**src/rtl/beezip_arb_pkg.sv**
```systemverilog
// Shared types and helpers for the stream round-robin arbiter.
package beezip_arb_pkg;

   // Arbiter FSM: searching for a requester, or holding one until end of packet.
   typedef enum logic {
      IDLE   = 1'b0,
      LOCKED = 1'b1
   } arb_state_t;

   // Increment a requester index with explicit wrap at n (n need not be a power of two).
   function automatic int unsigned rr_next(input int unsigned ptr, input int unsigned n);
      return (ptr + 32'd1 >= n) ? 32'd0 : ptr + 32'd1;
   endfunction

endpackage

```
**src/rtl/fifo.sv**
```systemverilog
// Synchronous FIFO with registered occupancy; full/empty depend only on state.
module fifo #(
   parameter int W     = 8,
   parameter int DEPTH = 4
) (
   input  logic         clk,
   input  logic         rst_n,
   input  logic         push,
   input  logic [W-1:0] wdata,
   input  logic         pop,
   output logic [W-1:0] rdata,
   output logic         full,
   output logic         empty
);

   localparam int AW = (DEPTH > 1) ? $clog2(DEPTH) : 1;
   localparam int CW = AW + 1;

   logic [W-1:0]  mem_q [DEPTH];
   logic [W-1:0]  mem_d [DEPTH];
   logic [AW-1:0] wr_ptr_q, wr_ptr_d;
   logic [AW-1:0] rd_ptr_q, rd_ptr_d;
   logic [CW-1:0] count_q, count_d;
   logic          push_ok;
   logic          pop_ok;

   assign full  = (count_q == CW'(DEPTH));
   assign empty = (count_q == '0);
   assign rdata = mem_q[rd_ptr_q];

   // Next pointers, occupancy and storage; a full FIFO refuses a push even when popping.
   always_comb begin
      push_ok  = push && !full;
      pop_ok   = pop && !empty;
      wr_ptr_d = wr_ptr_q;
      rd_ptr_d = rd_ptr_q;
      count_d  = count_q;
      mem_d    = mem_q;
      if (push_ok) begin
         mem_d[wr_ptr_q] = wdata;
         wr_ptr_d        = wr_ptr_q + AW'(1);
      end
      if (pop_ok) begin
         rd_ptr_d = rd_ptr_q + AW'(1);
      end
      unique case ({push_ok, pop_ok})
         2'b10:   count_d = count_q + CW'(1);
         2'b01:   count_d = count_q - CW'(1);
         default: count_d = count_q;
      endcase
   end

   // Pointer and occupancy registers.
   always_ff @(posedge clk) begin
      if (!rst_n) begin
         wr_ptr_q <= '0;
         rd_ptr_q <= '0;
         count_q  <= '0;
      end else begin
         wr_ptr_q <= wr_ptr_d;
         rd_ptr_q <= rd_ptr_d;
         count_q  <= count_d;
      end
   end

   // Storage array; contents are only meaningful below the occupancy count.
   always_ff @(posedge clk) begin
      mem_q <= mem_d;
   end

endmodule

```
**src/rtl/stream_rr_arbiter.sv**
```systemverilog
// N-way packet-atomic round-robin merge of valid/ready streams, one FIFO per requester.
module stream_rr_arbiter
   import beezip_arb_pkg::*;
#(
   parameter int N     = 4,
   parameter int W     = 8,
   parameter int DEPTH = 4,
   parameter int ID_W  = $clog2(N)
) (
   input  logic              clk,
   input  logic              rst_n,
   input  logic [N-1:0]      in_valid,
   input  logic [N*W-1:0]    in_payload,
   input  logic [N-1:0]      in_last,
   output logic [N-1:0]      in_ready,
   output logic              out_valid,
   output logic [W-1:0]      out_payload,
   output logic              out_last,
   output logic [ID_W-1:0]   out_id,
   input  logic              out_ready
);

   logic [W:0]      fifo_rdata [N];
   logic [N-1:0]    fifo_full;
   logic [N-1:0]    fifo_empty;
   logic [N-1:0]    fifo_pop;

   arb_state_t      state_q, state_d;
   logic [ID_W-1:0] grant_q, grant_d;
   logic [ID_W-1:0] rr_ptr_q, rr_ptr_d;

   logic            found;
   logic [ID_W-1:0] pick;
   logic [W:0]      head;
   logic            fire;

   for (genvar i = 0; i < N; i++) begin : g_fifo
      fifo #(
         .W     (W + 1),
         .DEPTH (DEPTH)
      ) u_fifo (
         .clk   (clk),
         .rst_n (rst_n),
         .push  (in_valid[i]),
         .wdata ({in_last[i], in_payload[i*W +: W]}),
         .pop   (fifo_pop[i]),
         .rdata (fifo_rdata[i]),
         .full  (fifo_full[i]),
         .empty (fifo_empty[i])
      );
   end

   assign in_ready = ~fifo_full;

   // Round-robin search: first non-empty FIFO starting at rr_ptr, wrapping at N.
   always_comb begin
      int unsigned idx;
      found = 1'b0;
      pick  = '0;
      idx   = 0;
      for (int unsigned k = 0; k < $unsigned(N); k++) begin
         idx = 32'(rr_ptr_q) + k;
         if (idx >= $unsigned(N)) begin
            idx = idx - $unsigned(N);
         end
         if (!found && !fifo_empty[ID_W'(idx)]) begin
            found = 1'b1;
            pick  = ID_W'(idx);
         end
      end
   end

   // State, grant and round-robin pointer registers.
   always_ff @(posedge clk) begin
      if (!rst_n) begin
         state_q  <= IDLE;
         grant_q  <= '0;
         rr_ptr_q <= '0;
      end else begin
         state_q  <= state_d;
         grant_q  <= grant_d;
         rr_ptr_q <= rr_ptr_d;
      end
   end

   // Next state: lock onto the found requester, release only after the last beat is accepted.
   always_comb begin
      state_d  = state_q;
      grant_d  = grant_q;
      rr_ptr_d = rr_ptr_q;
      unique case (state_q)
         IDLE: begin
            if (found) begin
               grant_d = pick;
               state_d = LOCKED;
            end
         end
         LOCKED: begin
            if (fire && head[W]) begin
               state_d  = IDLE;
               rr_ptr_d = ID_W'(rr_next(32'(grant_q), $unsigned(N)));
            end
         end
         default: state_d = IDLE;
      endcase
   end

   // Outputs: present the granted FIFO head, zero when not valid, pop on handshake.
   always_comb begin
      head        = fifo_rdata[grant_q];
      out_valid   = (state_q == LOCKED) && !fifo_empty[grant_q];
      out_payload = '0;
      out_last    = 1'b0;
      out_id      = '0;
      if (out_valid) begin
         out_payload = head[W-1:0];
         out_last    = head[W];
         out_id      = grant_q;
      end
      fire     = out_valid && out_ready;
      fifo_pop = fire ? (N'(1) << grant_q) : '0;
   end

endmodule

```
**config.mk**
```make
export PLATFORM = sky130hd
export DESIGN_NAME = stream_rr_arbiter
export DESIGN_NICKNAME = d
export VERILOG_FILES = /design/src/rtl/beezip_arb_pkg.sv /design/src/rtl/fifo.sv /design/src/rtl/stream_rr_arbiter.sv
export SDC_FILE = /design/constraint.sdc
export NUM_CORES = 1
export LEC_CHECK = 0
export ABC_AREA = 0
export CORE_MARGIN = 4
export CORE_UTILIZATION = 60
export CTS_BUF_LIST = sky130_fd_sc_hd__clkbuf_16
export DETAILED_ROUTE_END_ITERATION = 8
export PLACE_DENSITY = 0.8
export SYNTH_ARGS = -nofsm -noshare
export SYNTH_HDL_FRONTEND = slang
export SYNTH_SLANG_ARGS = --single-unit
```
**constraint.sdc**
```tcl
create_clock -name clk -period 7.8 [get_ports clk]
set_input_delay 1.56 -clock clk [delete_from_list [all_inputs] [get_ports clk]]
set_output_delay 1.56 -clock clk [all_outputs]
set_load 0.05 [all_outputs]
```
==> metrics.txt, run 1 <==
Post-synth EDFFs=144; row cnt=40; maxcap violations=0; hold endpoint=state_q$_SDFF_PN0_; CTS resizes=0; Final Hold Fails=0; CTS Buffer Depth=2; Core ar.=0.01216 sq mm; Layout Utilization=73.10%; Worst R2R End=g_fifo[1].u_fifo.count_q[2]$_SDFFE_PN0P_; IO Port Bufs=58; Leak=0.003083 uW; worst hold path type=flop to flop; top cells by area, synth=edfxtp_1 57%, mux4_2 13%, dfxtp_1 8.7%, ha_1 4.1%, xor2_1 1.9%; Mapped Area=0.007557 sq mm; Post-Syn Nets=526; critical path type=flop to output pin; nets=589; final count of pins violating max slew=0; vias in the first global route=4,183; clock slew at reported path FFs=60 ps; ys async rst share=0%; RSZ-0062 raised after global routing=no; hold depth=2; DRT iter0 DRCs=247; CP Max Fanout=15; R2R cell count=10; worst endpoint required time=6240 ps; Clk Tree Root Cell=clkbuf_16; Fin Setup TNS=0 ps; CTS Buf Count=17; Total GRT Usage=21.51%; Slew HR=30.51%; I/O pin cnt=59; fin crit period=4924 ps; detailed-route wire length per cell=20.52 um; Residual DRC=0; CTS Hold Bufs=0; largest net degree at the start of global routing=33; sequential area share after synthesis=65.96%; dominant cell type by area after synthesis=edfxtp_1; startpoint types=flop; fmax=203.1 MHz; Starting Density=62.14%; share of cells above drive strength 1=15.85%; Yosys reg bits=177; H-tree depth=4; Mapped Cells=454; GRT overflow=0; die height=120.2 um; aggregate routed wire length=14,320 um; diode count=0; dpl hpwl=9978 um; status=complete, no violations; Die W=120.2 um; Area growth, synth to finish=17.63%; Peak VDD IR=0.2106 mV; # Post-CTS Setup Buffers=0; CP arrival=3360 ps; Worst-Margin Slew=1041 ps; first-pass iteration count of the detailed router=5; Vias=3,993; fin crit share=63.12%; first-pass GRT wire length=22,970 um; synthesized area per cell=16.65 sq um; antenna violations before repair=0; die area=0.01446 sq mm; Distinct cells, synth=35; Setup Skew=5.169 ps; Routability Congestion=0.8409; Top FF cell, synth=edfxtp_1; worst reg2reg startpoint=grant_q[0]$_SDFFE_PN0P_; TritonCTS clock tree=yes; worst skew pair latency=420 ps; Synth warnings=0; vias per inst=5.721; share of the synthesized area in the top cell type=57.22%; FF-to-FF setup slack=4500 ps; Final setup viols=0; Routed Antenna Nets=0; clock sinks=177; P per Cell Area=261.6 mW/mm^2; CP Capture Type=output pin; hold path start=state_q$_SDFF_PN0_
==> metrics by stage <==
step,hold WS [ps],instance area (sq um),setup slack [ps],power [uW],cells
3_5_place_dp,449.6,8284,3309,1491,666
2_1_floorplan,435.3,7557,3628,1369,454
4_1_cts,458.0,8890,2839,2340,698
3_3_place_gp,446.8,8284,3381,1478,666
5_1_grt,478.8,8890,2606,2422,698
6_report,456.2,8890,2876,2325,698
==> cells in the final DEF, fill, tap and decap left out, types with 8 or more instances in the layout <==
cell	Yosys	routed
clkdlybuf4s50_1	0	58
nor2_1	27	27
or3_1	10	10
nand2_1	14	14
and2_1	12	12
edfxtp_1	144	144
a21oi_1	16	16
and3_1	20	20
inv_1	34	34
o21ai_0	8	8
dfxtp_1	33	33
xor2_1	16	16
ha_1	25	25
mux4_2	44	44
clkbuf_16	0	17
==> per-layer routing <==
layer	global-route usage, %	vias up	wire, um
met5	0	-	0
met4	7.720	0	268
met3	4.163	20	592
met2	36.85	95	7465
met1	27.69	2024	5993
li1	-	1854	-
==> sequential cells by signal, indices dropped and copies added, names as in the netlist <==
name,count
g_fifo.u_fifo.mem_q,144
rr_ptr_q,2
g_fifo.u_fifo.wr_ptr_q,8
g_fifo.u_fifo.rd_ptr_q,8
g_fifo.u_fifo.count_q,12
grant_q,2
state_q,1
==> report_power, final <==
group | total [uW] | internal (uW) | switching [uW]
sequential | 1120 | 1080 | 39.9
clock | 856 | 507 | 349
combinational | 351 | 148 | 203
==> cell families (layout without fill, tap and decap cells) <==
logic type	Yosys count	count (layout)	synth area share, %
xor+xnor	20	20	2.318
flops	177	177	65.96
fa+ha+maj	29	29	5.199
compound gates	37	37	3.543
mux	49	49	13.79
buf+inv	49	125	2.583
simple gates	93	93	6.606
==> cell usage after synthesis (all sizes together), types with 4 or more instances <==
| library cell | count |
|---|---|
| o211ai | 4 |
| and2 | 12 |
| clkbuf | 5 |
| buf | 9 |
| xnor2 | 4 |
| a21oi | 16 |
| edfxtp | 144 |
| fa | 4 |
| nand3 | 4 |
| nand2 | 14 |
| mux2i | 4 |
| ha | 25 |
| xor2 | 16 |
| and3 | 20 |
| o21ai | 8 |
| nor2 | 28 |
| mux4 | 44 |
| or3 | 10 |
| inv | 35 |
| dfxtp | 33 |
==> worst max path at each step <==
stage | to | start | slack [ps]
floorplan | out_payload[0] | grant_q[1]$_SDFFE_PN0P_ | 3630
global placement | out_payload[4] | grant_q[0]$_SDFFE_PN0P_ | 3380
detailed placement | out_payload[4] | grant_q[0]$_SDFFE_PN0P_ | 3310
CTS | out_payload[4] | grant_q[0]$_SDFFE_PN0P_ | 2840
global route | out_payload[4] | grant_q[0]$_SDFFE_PN0P_ | 2610
finish | out_payload[4] | grant_q[0]$_SDFFE_PN0P_ | 2880
==> layout make-up <==
class / count / area (sq um)
fill: 777 / 3272
clock inverter: 15 / 180.2
sequential: 177 / 4985
clock buffer: 17 / 425.4
inverter: 35 / 131.4
multi-input combinational: 228 / 2377
timing repair buffer: 58 / 580.6
tap: 168 / 210.2
==> critical path, cell delays in order (launching register included) <==
cell	delay, ps
dfxtp_1	750
inv_1	240
a2111oi_4	520
nor2_2	160
inv_1	210
and2_1	230
clkdlybuf4s50_1	840
Power figures use the tool's default switching activity.
==> run 2, diff against run 1 <==
CORE_UTILIZATION = 58   (was 60)
PLACE_DENSITY = 0.77   (was 0.8)
clock period = 4.86 ns   (was 7.8 ns; I/O delays follow)
==> run 2 against run 1 <==
Net effect: combinational power is 62% higher; routed wire length up 2.5%; setup slack worse by 2500 ps; sequential power up 61%; non-clock buffer count did not move; clock skew is 2.7 ps higher; critical path type unchanged; largest cell class unchanged.
==> metrics.txt, run 2 (synthesis results as in run 1) <==
status=complete, no violations (unchanged); die height=122.1 um (was 120.2 um); register share of total power=47.6% (was 48.1%); most frequent cells in the layout=144 x edfxtp_1, 58 x clkdlybuf4s50_1, 44 x mux4_2, 34 x inv_1, 33 x dfxtp_1 (unchanged); Starting Density=59.64% (was 62.14%); Area growth, synth to finish=17.83% (was 17.63%); worst skew pair latency=430 ps (was 420 ps); Worst R2R End=g_fifo[0].u_fifo.count_q[2]$_SDFFE_PN0P_ (was g_fifo[1].u_fifo.count_q[2]$_SDFFE_PN0P_); Vias=4,025 (was 3,993); CTS resizes=0 (unchanged); Final Hold Fails=0 (unchanged); clock sinks=177 (unchanged); GRT overflow=0 (unchanged); Routed Antenna Nets=0 (unchanged); IO Port Bufs=58 (unchanged); CP Max Fanout=15 (unchanged); Residual DRC=0 (unchanged); detailed-route wire length per cell=20.91 um (was 20.52 um); DRT iter0 DRCs=337 (was 247); Final Worst Setup Slack=365.0 ps (was 2876 ps); dpl hpwl=9930 um (was 9978 um); Routability Congestion=0.7522 (was 0.8409); critical path type=flop to output pin (unchanged); Fin Setup TNS=0 ps (unchanged); CP arrival=3520 ps (was 3360 ps); antenna violations before repair=0 (unchanged); row cnt=41 (was 40); final count of pins violating max slew=0 (unchanged); # Post-CTS Setup Buffers=0 (unchanged); CTS Buf Count=17 (unchanged); CTS Hold Bufs=0 (unchanged); largest register by flop count=g_fifo.u_fifo.mem_q (unchanged); Worst-Margin Slew=1011 ps (was 1041 ps); Placement Setup Slack=864.5 ps (was 3309 ps); Inst Count DP=670 (was 666); worst endpoint required time=3890 ps (was 6240 ps); Core ar.=0.01267 sq mm (was 0.01216 sq mm); nets=589 (unchanged); fin crit period=4495 ps; non-filler cells, final=702 (was 698); startpoint types=flop (unchanged); Clk Tree Root Cell=clkbuf_16 (unchanged); first-pass GRT wire length=23,320 um (was 22,970 um); CP Capture Type=output pin (unchanged); Regs by FF count=g_fifo.u_fifo.mem_q x144, g_fifo.u_fifo.count_q x12 (unchanged); Setup Skew=7.914 ps (was 5.169 ps); H-tree depth=4 (unchanged); worst hold path type=flop to flop (unchanged); Psw=952.0 uW (was 591.8 uW); aggregate routed wire length=14,680 um (was 14,320 um); DP Area=0.008289 sq mm (was 0.008284 sq mm); hold endpoint=state_q$_SDFF_PN0_ (unchanged); share of cells above drive strength 1=15.28% (was 15.85%); hold path start=state_q$_SDFF_PN0_ (unchanged); Leak=0.003092 uW (was 0.003083 uW); Final setup viols=0 (unchanged); hold depth=2 (unchanged); Peak VDD IR=0.2962 mV (was 0.2106 mV); I/O pin cnt=59 (unchanged); clock share of power=37.4% (was 36.8%); vias in the first global route=4,202 (was 4,183); Comb power frac=15.1% (about the same); fin crit share=92.49%; maxcap violations=0 (unchanged); clock slew at reported path FFs=60 ps (about the same); TritonCTS clock tree=yes (unchanged); commonest non-fill, non-tap cell in the layout=edfxtp_1 (unchanged); P per Cell Area=424.1 mW/mm^2 (was 261.6 mW/mm^2); post-route design area=0.008905 sq mm (was 0.008890 sq mm); Layout Utilization=70.28% (was 73.10%); RSZ-0062 raised after global routing=no (unchanged); diode count=0 (unchanged); fmax=222.5 MHz; fill count=815 (was 777); FF-to-FF setup slack=1420 ps (was 4500 ps); Net Sw Frac=25.21% (was 25.45%); vias per inst=5.734 (was 5.721); Slew HR=32.51% (was 30.51%); first-pass iteration count of the detailed router=4 (was 5); Total GRT Usage=21.74% (was 21.51%); die area=0.01492 sq mm (was 0.01446 sq mm); CTS Buffer Depth=2 (unchanged); Die W=122.1 um (was 120.2 um); worst reg2reg startpoint=grant_q[0]$_SDFFE_PN0P_ (unchanged); R2R cell count=10 (unchanged); largest net degree at the start of global routing=33 (unchanged); P_int=2825 uW (was 1733 uW); max FFs per register=144 (unchanged)
[run 2: changes by cell type in the layout (fill, tap and decap cells not counted)]
cell / change
bufinv_16: +1
clkinv_1: +3
clkinv_2: -1
clkinv_4: +1
clkinvlp_4: -2
inv_6: -1
inv_8: -1
[run 2: layout make-up]
type	instances	area [sq um]	share of cell area, %
clock buffers	17	425.4	4.777
clock inverters	15	190.2	2.136
inverters	35	131.4	1.475
multi-input cells	228	2377	26.70
flip-flops and latches	177	4985	55.98
well taps	172	215.2	2.417
repair buffers	58	580.6	6.520
[run 2: worst max-delay path by stage]
stage	start	endpoint	slack [ps]	depth (start not counted)
3_5_place_dp	grant_q[0]$_SDFFE_PN0P_	out_payload[0]	860	6
3_3_place_gp	grant_q[0]$_SDFFE_PN0P_	out_payload[0]	900	6
5_1_grt	grant_q[0]$_SDFFE_PN0P_	out_payload[6]	180	6
2_1_floorplan	grant_q[1]$_SDFFE_PN0P_	out_payload[0]	1280	5
6_report	grant_q[0]$_SDFFE_PN0P_	out_payload[0]	370	6
4_1_cts	grant_q[0]$_SDFFE_PN0P_	out_payload[7]	380	6
[run 2: per-stage QoR]
step | power, uW | hold slack [ps]
2_1_floorplan | 2197 | 435.3
3_3_place_gp | 2377 | 450.2
3_5_place_dp | 2395 | 456.6
4_1_cts | 3801 | 465.7
5_1_grt | 3929 | 496.3
6_report | 3777 | 469.3
[run 2: metal layers]
metal	track usage (%)	wire length, um
met2	35.29	7551
met5	0	0
met4	7.558	296
met1	28.72	6069
met3	5.850	764
[run 2: critical path, stage by stage, from the launching register on]
cell and delay, ps:
dfxtp_1 790, inv_1 270, a2111oi_4 570, nor2_2 170
inv_1 290, and2_1 190, clkdlybuf4s50_1 820
[run 2: power by group through the flow]
stage	sequential [uW]	clock [uW]	combinational [uW]
2_1_floorplan	1800	0	400
3_3_place_gp	1820	0	553
3_5_place_dp	1830	0	567
4_1_cts	1800	1430	575
5_1_grt	1810	1510	616
6_report	1800	1410	569
